==> config.mk <==
export PLATFORM = sky130hd
export DESIGN_NAME = fc_layer_seq
export DESIGN_NICKNAME = d
export VERILOG_FILES = /design/src/rtl/cnn_fc_pkg.sv /design/src/rtl/fc_mac_unit.sv /design/src/rtl/fc_layer_seq.sv
export SDC_FILE = /design/constraint.sdc
export NUM_CORES = 1
export LEC_CHECK = 0
export BUFFER_PORTS_ARGS = -buffer_cell sky130_fd_sc_hd__buf_2
export CELL_PAD_IN_SITES_DETAIL_PLACEMENT = 0
export CELL_PAD_IN_SITES_GLOBAL_PLACEMENT = 1
export CORE_ASPECT_RATIO = 1.2
export CORE_MARGIN = 2
export CORE_UTILIZATION = 50
export DETAILED_ROUTE_END_ITERATION = 8
export HOLD_SLACK_MARGIN = 0.15
export PLACE_DENSITY_LB_ADDON = 0.1
export SLEW_MARGIN = 5
export SYNTH_ARGS = -nofsm -noshare
export SYNTH_HDL_FRONTEND = slang
export SYNTH_SLANG_ARGS = --single-unit
==> constraint.sdc <==
create_clock -name clk -period 7.56 [get_ports clk]
set_clock_uncertainty 0.1 [all_clocks]
set_input_delay 0.756 -clock clk [delete_from_list [all_inputs] [get_ports clk]]
set_output_delay 0.756 -clock clk [all_outputs]
set_load 0.05 [all_outputs]
==> src/rtl/cnn_fc_pkg.sv <==
// rtl/cnn_fc_pkg.sv - shared types, default layout and result saturation for the FC layer sequencer
package cnn_fc_pkg;

  typedef enum logic [2:0] {
    ST_IDLE,
    ST_RD_X,
    ST_RD_W,
    ST_MAC,
    ST_WR,
    ST_DONE
  } fc_state_t;

  localparam int DEF_FRT_CELL = 10;
  localparam int DEF_BCK_CELL = 5;
  localparam int DEF_X_BASE   = 0;
  localparam int SAT_IN_W     = 64;

  // Weights sit right after the inputs; outputs right after the weight block.
  function automatic int def_w_base(input int frt_cell);
    return frt_cell;
  endfunction

  function automatic int def_out_base(input int frt_cell, input int bck_cell);
    return frt_cell * (bck_cell + 1);
  endfunction

  // Accumulator values arrive sign-extended to SAT_IN_W bits.
  function automatic logic signed [15:0] sat16(input logic signed [SAT_IN_W-1:0] v,
                                               input logic relu);
    logic signed [15:0] r;
    if (v > 64'sd32767)
      r = 16'sh7fff;
    else if (v < -64'sd32768)
      r = 16'sh8000;
    else
      r = v[15:0];
    if (relu && r[15])
      r = '0;
    return r;
  endfunction

endpackage

==> src/rtl/fc_mac_unit.sv <==
// rtl/fc_mac_unit.sv - signed 16x16 multiply feeding a clearable ACC_W-bit accumulator
module fc_mac_unit #(
  parameter int ACC_W = 40
) (
  input  logic                    clk,
  input  logic                    reset_n,
  input  logic                    clr,
  input  logic                    en,
  input  logic signed [15:0]      a,
  input  logic signed [15:0]      b,
  output logic signed [ACC_W-1:0] acc
);

  logic signed [31:0] prod;

  assign prod = a * b;

  always_ff @(posedge clk or negedge reset_n) begin
    if (!reset_n)
      acc <= '0;
    else if (clr)
      acc <= '0;
    else if (en)
      acc <= acc + ACC_W'(prod);
  end

endmodule

==> src/rtl/fc_layer_seq.sv <==
// rtl/fc_layer_seq.sv - fully-connected layer sequencer driving the shared weight/activation RAM
module fc_layer_seq
  import cnn_fc_pkg::*;
#(
  parameter int FRT_CELL  = DEF_FRT_CELL,
  parameter int BCK_CELL  = DEF_BCK_CELL,
  parameter int X_BASE    = DEF_X_BASE,
  parameter int W_BASE    = def_w_base(FRT_CELL),
  parameter int OUT_BASE  = def_out_base(FRT_CELL, BCK_CELL),
  parameter int FRAC_BITS = 0,
  parameter int RELU      = 0,
  parameter int ACC_W     = 40
) (
  input  logic        clk,
  input  logic        reset_n,
  input  logic        start,
  output logic        busy,
  output logic        done,
  input  logic [15:0] host_addr,
  input  logic [15:0] host_data,
  input  logic        host_we,
  output logic [15:0] host_q,
  output logic [15:0] ram_addr,
  output logic [15:0] ram_data,
  output logic        ram_we,
  input  logic [15:0] ram_q
);

  localparam int IW = $clog2(FRT_CELL) + 1;
  localparam int JW = $clog2(BCK_CELL) + 1;
  localparam logic [IW-1:0] I_LAST = IW'(FRT_CELL - 1);
  localparam logic [JW-1:0] J_LAST = JW'(BCK_CELL - 1);

  fc_state_t state, state_nx;

  logic [IW-1:0]           i;
  logic [JW-1:0]           j;
  logic signed [15:0]      x_reg;
  logic                    mac_clr;
  logic                    mac_en;
  logic signed [ACC_W-1:0] acc;
  logic signed [ACC_W-1:0] shifted;
  logic signed [15:0]      result;
  logic [15:0]             x_addr;
  logic [15:0]             w_addr;
  logic [15:0]             out_addr;

  assign host_q   = ram_q;
  assign x_addr   = 16'(X_BASE) + 16'(i);
  assign w_addr   = 16'(W_BASE) + 16'(j) * 16'(FRT_CELL) + 16'(i);
  assign out_addr = 16'(OUT_BASE) + 16'(j);
  assign shifted  = acc >>> FRAC_BITS;
  assign result   = sat16(SAT_IN_W'(shifted), RELU != 0);

  fc_mac_unit #(
    .ACC_W (ACC_W)
  ) u_mac (
    .clk     (clk),
    .reset_n (reset_n),
    .clr     (mac_clr),
    .en      (mac_en),
    .a       (x_reg),
    .b       (ram_q),
    .acc     (acc)
  );

  always_ff @(posedge clk or negedge reset_n) begin
    if (!reset_n)
      state <= ST_IDLE;
    else
      state <= state_nx;
  end

  // Only IDLE hands the RAM port to the host; every other state owns it.
  always_comb begin
    state_nx = state;
    busy     = 1'b1;
    done     = 1'b0;
    mac_clr  = 1'b0;
    mac_en   = 1'b0;
    ram_addr = host_addr;
    ram_data = host_data;
    ram_we   = host_we;
    case (state)
      ST_IDLE: begin
        busy = 1'b0;
        if (start) begin
          state_nx = ST_RD_X;
          mac_clr  = 1'b1;
        end
      end
      ST_RD_X: begin
        ram_addr = x_addr;
        ram_data = '0;
        ram_we   = 1'b0;
        state_nx = ST_RD_W;
      end
      ST_RD_W: begin
        ram_addr = w_addr;
        ram_data = '0;
        ram_we   = 1'b0;
        state_nx = ST_MAC;
      end
      ST_MAC: begin
        // Counters are unchanged since RD_W, so w_addr is the held address.
        ram_addr = w_addr;
        ram_data = '0;
        ram_we   = 1'b0;
        mac_en   = 1'b1;
        state_nx = (i == I_LAST) ? ST_WR : ST_RD_X;
      end
      ST_WR: begin
        ram_addr = out_addr;
        ram_data = result;
        ram_we   = 1'b1;
        mac_clr  = 1'b1;
        state_nx = (j == J_LAST) ? ST_DONE : ST_RD_X;
      end
      ST_DONE: begin
        done     = 1'b1;
        ram_data = '0;
        ram_we   = 1'b0;
        state_nx = ST_IDLE;
      end
      default: begin
        ram_we   = 1'b0;
        state_nx = ST_IDLE;
      end
    endcase
  end

  always_ff @(posedge clk or negedge reset_n) begin
    if (!reset_n) begin
      i     <= '0;
      j     <= '0;
      x_reg <= '0;
    end else begin
      case (state)
        ST_IDLE: begin
          if (start) begin
            i <= '0;
            j <= '0;
          end
        end
        ST_RD_W: x_reg <= ram_q;
        ST_MAC: begin
          if (i != I_LAST)
            i <= i + 1'b1;
        end
        ST_WR: begin
          i <= '0;
          if (j != J_LAST)
            j <= j + 1'b1;
        end
        default: ;
      endcase
    end
  end

endmodule

==> summary.md <==
The count of input and output buffers was 102. The first global-routing pass estimated 67.8 mm of wire. 0 antenna diodes ended up in the layout. The number of clock buffers added by TritonCTS is 9.

The data arrival time at the worst-slack endpoint is 7.15 ns. The most used flip-flop cell after synthesis is sky130_fd_sc_hd__dfrtp_1. Distinct cell type count after synthesis: 63. The critical path in this run is classified as reg -> reg. For the worst setup path, the data required time is 7.70 ns.

TritonCTS built the clock tree. The run gives 12,700 as the number of global-route vias before repair. After detailed routing, the number of remaining DRC violations is 0. The area growth from synthesis to layout is 7.43%. Along the worst path, the maximum fanout reaches 11.

The run gives 0.0337 mm² as the area of the die. Critical path startpoint: x_reg[15]. The average via count per standard cell was 5.23.

For flop-to-flop paths, the worst setup slack is 0.55 ns. For the final routed database, the setup TNS stands at 0 ns. The overall global routing resource usage is 0.255. The run gives 0 as the number of pins with negative max-slew slack in the final report. The class of the most critical hold timing path is reg -> reg.

The cell at the root of the clock tree is sky130_fd_sc_hd__clkbuf_16. The detailed router finished its first iteration with 449 violations. Buffers inserted to repair hold after CTS numbered 0. Counting every net in the synthesized netlist gives 2,289. Origin of the worst min-delay path: u_mac.acc[0].

Ranked by total cell area, the synthesized netlist is headed by sky130_fd_sc_hd__fa_1 41%, sky130_fd_sc_hd__dfrtp_1 11%, sky130_fd_sc_hd__ha_1 10%. The average instance in the mapped netlist occupies 9.09 µm². The run gives 69 as the largest net degree at the start of global routing.

The flip-flop count of the largest register, all copies and words added is 40. The run gives 0.308 as the worst slew margin relative to its limit. The x dimension of the die works out to 168 µm. The max capacitance violation total is 0, and the proportion of netlist area held by the largest area contributor is 0.412. The mapped netlist covers 0.0161 mm².

During synthesis, Yosys emitted a total of 0 warnings. The detailed-placement wirelength estimate is 32.6 mm, and the final estimated routing congestion in global placement is 0.878. The pin slew with the least headroom to its limit was 1.04 ns; the number of H-tree levels was 3.

The final hold violation count was 0; the post-layout minimum cycle time was 7.01 ns. The startpoint identified for the worst register-to-register timing path is x_reg[15]. CTS saw 68 sinks. Of all cell types, the one taking the most synthesized area is sky130_fd_sc_hd__fa_1. The final layout contains 2,354 nets.

The number of setup violations in the final report was 0. In the final routed layout, each cell accounts on average for 17.5 µm. Setup repair after global routing left no endpoint under its margin. Async set or reset register ratio after synthesis: 1.00. In this run the post-CTS setup repair buffer count came out at 0.

Register area share after synthesis: 0.106. The total via count after detailed routing was 11,800; the post-route antenna net violation count was 0. The initial antenna violation count was 0; the fraction of final layout cells with drive strength greater than 1 was 0.0928. The total area inside the core boundary comes to 0.0320 mm².

The number of iterations in the first detailed-routing pass is 5. The register clock-pin slew on the reported worst setup and hold paths works out to 0.07 ns. STA classifies the critical path endpoint as a register.

The run gives 2 as the number of buffers between clock root and the deepest sink. The run finished with clean final reports. The part of the cycle the worst path needs is 0.927, and the standard-cell row count is 72. The y dimension of the die works out to 201 µm. STA classifies the critical path startpoint as a register.

The logs give 0.504 for the starting density of the core and 1,772 for the synthesized instance count. The total of flip-flops plus latches after synthesis came out at 68. For the number of gates resized after CTS, the log shows 0.

During I/O placement, the number of pins put on the boundary was 103. The run gives 0.36 ns as the clock latency on the worst-skew pair. The number of enable flip-flop cells after synthesis came out at 0. Based on the critical path, the design can be clocked at up to 143 MHz. The leftover overflow at the end of global routing came out at 0.

The routed design has 39.5 mm of wire.
## layout make-up
| type | count | area, µm² |
|---|---|---|
| timing repair buffer | 125 | 686 |
| sequential | 68 | 1700 |
| clock inverter | 6 | 95.1 |
| clock buffer | 10 | 239 |
| tap | 407 | 509 |
| fill | 3069 | 14700 |
| inverter | 425 | 1600 |
| multi-input combinational | 1208 | 12500 |
## cells in the mapped netlist, types with 7 or more instances
| cell | count |
|---|---|
| sky130_fd_sc_hd__inv_1 | 424 |
| sky130_fd_sc_hd__fa_1 | 332 |
| sky130_fd_sc_hd__nand2_1 | 221 |
| sky130_fd_sc_hd__ha_1 | 133 |
| sky130_fd_sc_hd__and2_1 | 122 |
| sky130_fd_sc_hd__o21ai_0 | 73 |
| sky130_fd_sc_hd__nor2_1 | 70 |
| sky130_fd_sc_hd__dfrtp_1 | 68 |
| sky130_fd_sc_hd__clkbuf_1 | 53 |
| sky130_fd_sc_hd__a21oi_1 | 32 |
| sky130_fd_sc_hd__xnor2_1 | 30 |
| sky130_fd_sc_hd__mux2_2 | 18 |
| sky130_fd_sc_hd__buf_4 | 16 |
| sky130_fd_sc_hd__nand3_1 | 15 |
| sky130_fd_sc_hd__xor2_1 | 15 |
| sky130_fd_sc_hd__nand4_1 | 13 |
| sky130_fd_sc_hd__a21o_1 | 9 |
| sky130_fd_sc_hd__a31oi_1 | 8 |
| sky130_fd_sc_hd__o31ai_1 | 8 |
| sky130_fd_sc_hd__a211oi_1 | 7 |
| sky130_fd_sc_hd__a22o_1 | 7 |
| sky130_fd_sc_hd__nor3_1 | 7 |
| sky130_fd_sc_hd__nor4_1 | 7 |
## per-layer routing
layer	global-route usage	share of wire
met3	0.0266	0.033
met2	0.432	0.49
met4	0.0453	0.015
met5	0	0
met1	0.361	0.46
## critical path, cell delays in order (launching register included)
cell,delay [ns]
sky130_fd_sc_hd__dfrtp_1,0.51
sky130_fd_sc_hd__buf_4,0.27
sky130_fd_sc_hd__nand2_1,0.09
sky130_fd_sc_hd__fa_1,0.54
sky130_fd_sc_hd__inv_1,0.07
sky130_fd_sc_hd__fa_1,0.45
sky130_fd_sc_hd__inv_1,0.35
sky130_fd_sc_hd__fa_1,0.50
sky130_fd_sc_hd__inv_1,0.08
sky130_fd_sc_hd__fa_1,0.44
sky130_fd_sc_hd__fa_1,0.55
sky130_fd_sc_hd__inv_1,0.06
sky130_fd_sc_hd__fa_1,0.53
sky130_fd_sc_hd__inv_1,0.04
sky130_fd_sc_hd__ha_1,0.41
sky130_fd_sc_hd__a2111oi_4,0.35
sky130_fd_sc_hd__o21a_1,0.17
sky130_fd_sc_hd__o31ai_1,0.07
sky130_fd_sc_hd__a221o_1,0.30
sky130_fd_sc_hd__a211oi_2,0.27
sky130_fd_sc_hd__nor3_1,0.12
sky130_fd_sc_hd__o311a_1,0.36
sky130_fd_sc_hd__a221o_1,0.26
## metrics by stage
stage | hold WS [ns] | area (µm²) | std cells | setup slack [ns] | util
after CTS | 0.441 | 17300 | 2249 | 0.504 | 0.541
final | 0.439 | 17300 | 2249 | 0.549 | 0.541
after floorplan | 0.360 | 16100 | 1772 | 0.595 | -
after global placement | 0.419 | 17000 | 2233 | 0.286 | 0.531
after global routing | 0.474 | 17300 | 2249 | 0.143 | 0.541
after detailed placement | 0.427 | 17000 | 2233 | 0.204 | 0.531
## path summary, 6_finish.rpt
kind / end / depth (start not counted)
min in group asynchronous: u_mac.acc[33] / 1
hold reg to reg: u_mac.acc[0] / 1
hold / removal: u_mac.acc[0] / 1
setup reg to reg: u_mac.acc[38] / 22
max in group asynchronous: u_mac.acc[1] / 1
setup / recovery: u_mac.acc[38] / 22
## placed cells by master, fill, tap and decap left out, drive strengths merged, types with 3 or more instances in the layout
master	n
a221o	4
mux2i	4
xnor2	30
nor3	7
mux2	18
nor4	7
or3	3
nand2b	6
xor2	15
inv	427
nand4	13
dfrtp	68
and2	123
clkbuf	10
nor2	70
o31ai	8
o21ai	74
and3	8
a21boi	5
o211ai	5
buf	125
a211oi	8
a31oi	8
a21o	9
fa	332
a21oi	32
o21bai	6
a22o	7
nand3	15
nor2b	4
nand2	221
ha	133
## cell families after synthesis
logic type	after synthesis	synth area share
flip-flops	68	0.106
AO/OA/AOI/OAI	187	0.0742
adder cells (fa/ha/maj)	465	0.516
XOR/XNOR	45	0.0245
AND/OR/NAND/NOR	489	0.145
buffers and inverters	496	0.120
multiplexers	22	0.0151
Power is left out: the tool's default activity adds up to more than one toggle a clock period on the data nets, which glitch-free logic cannot reach.
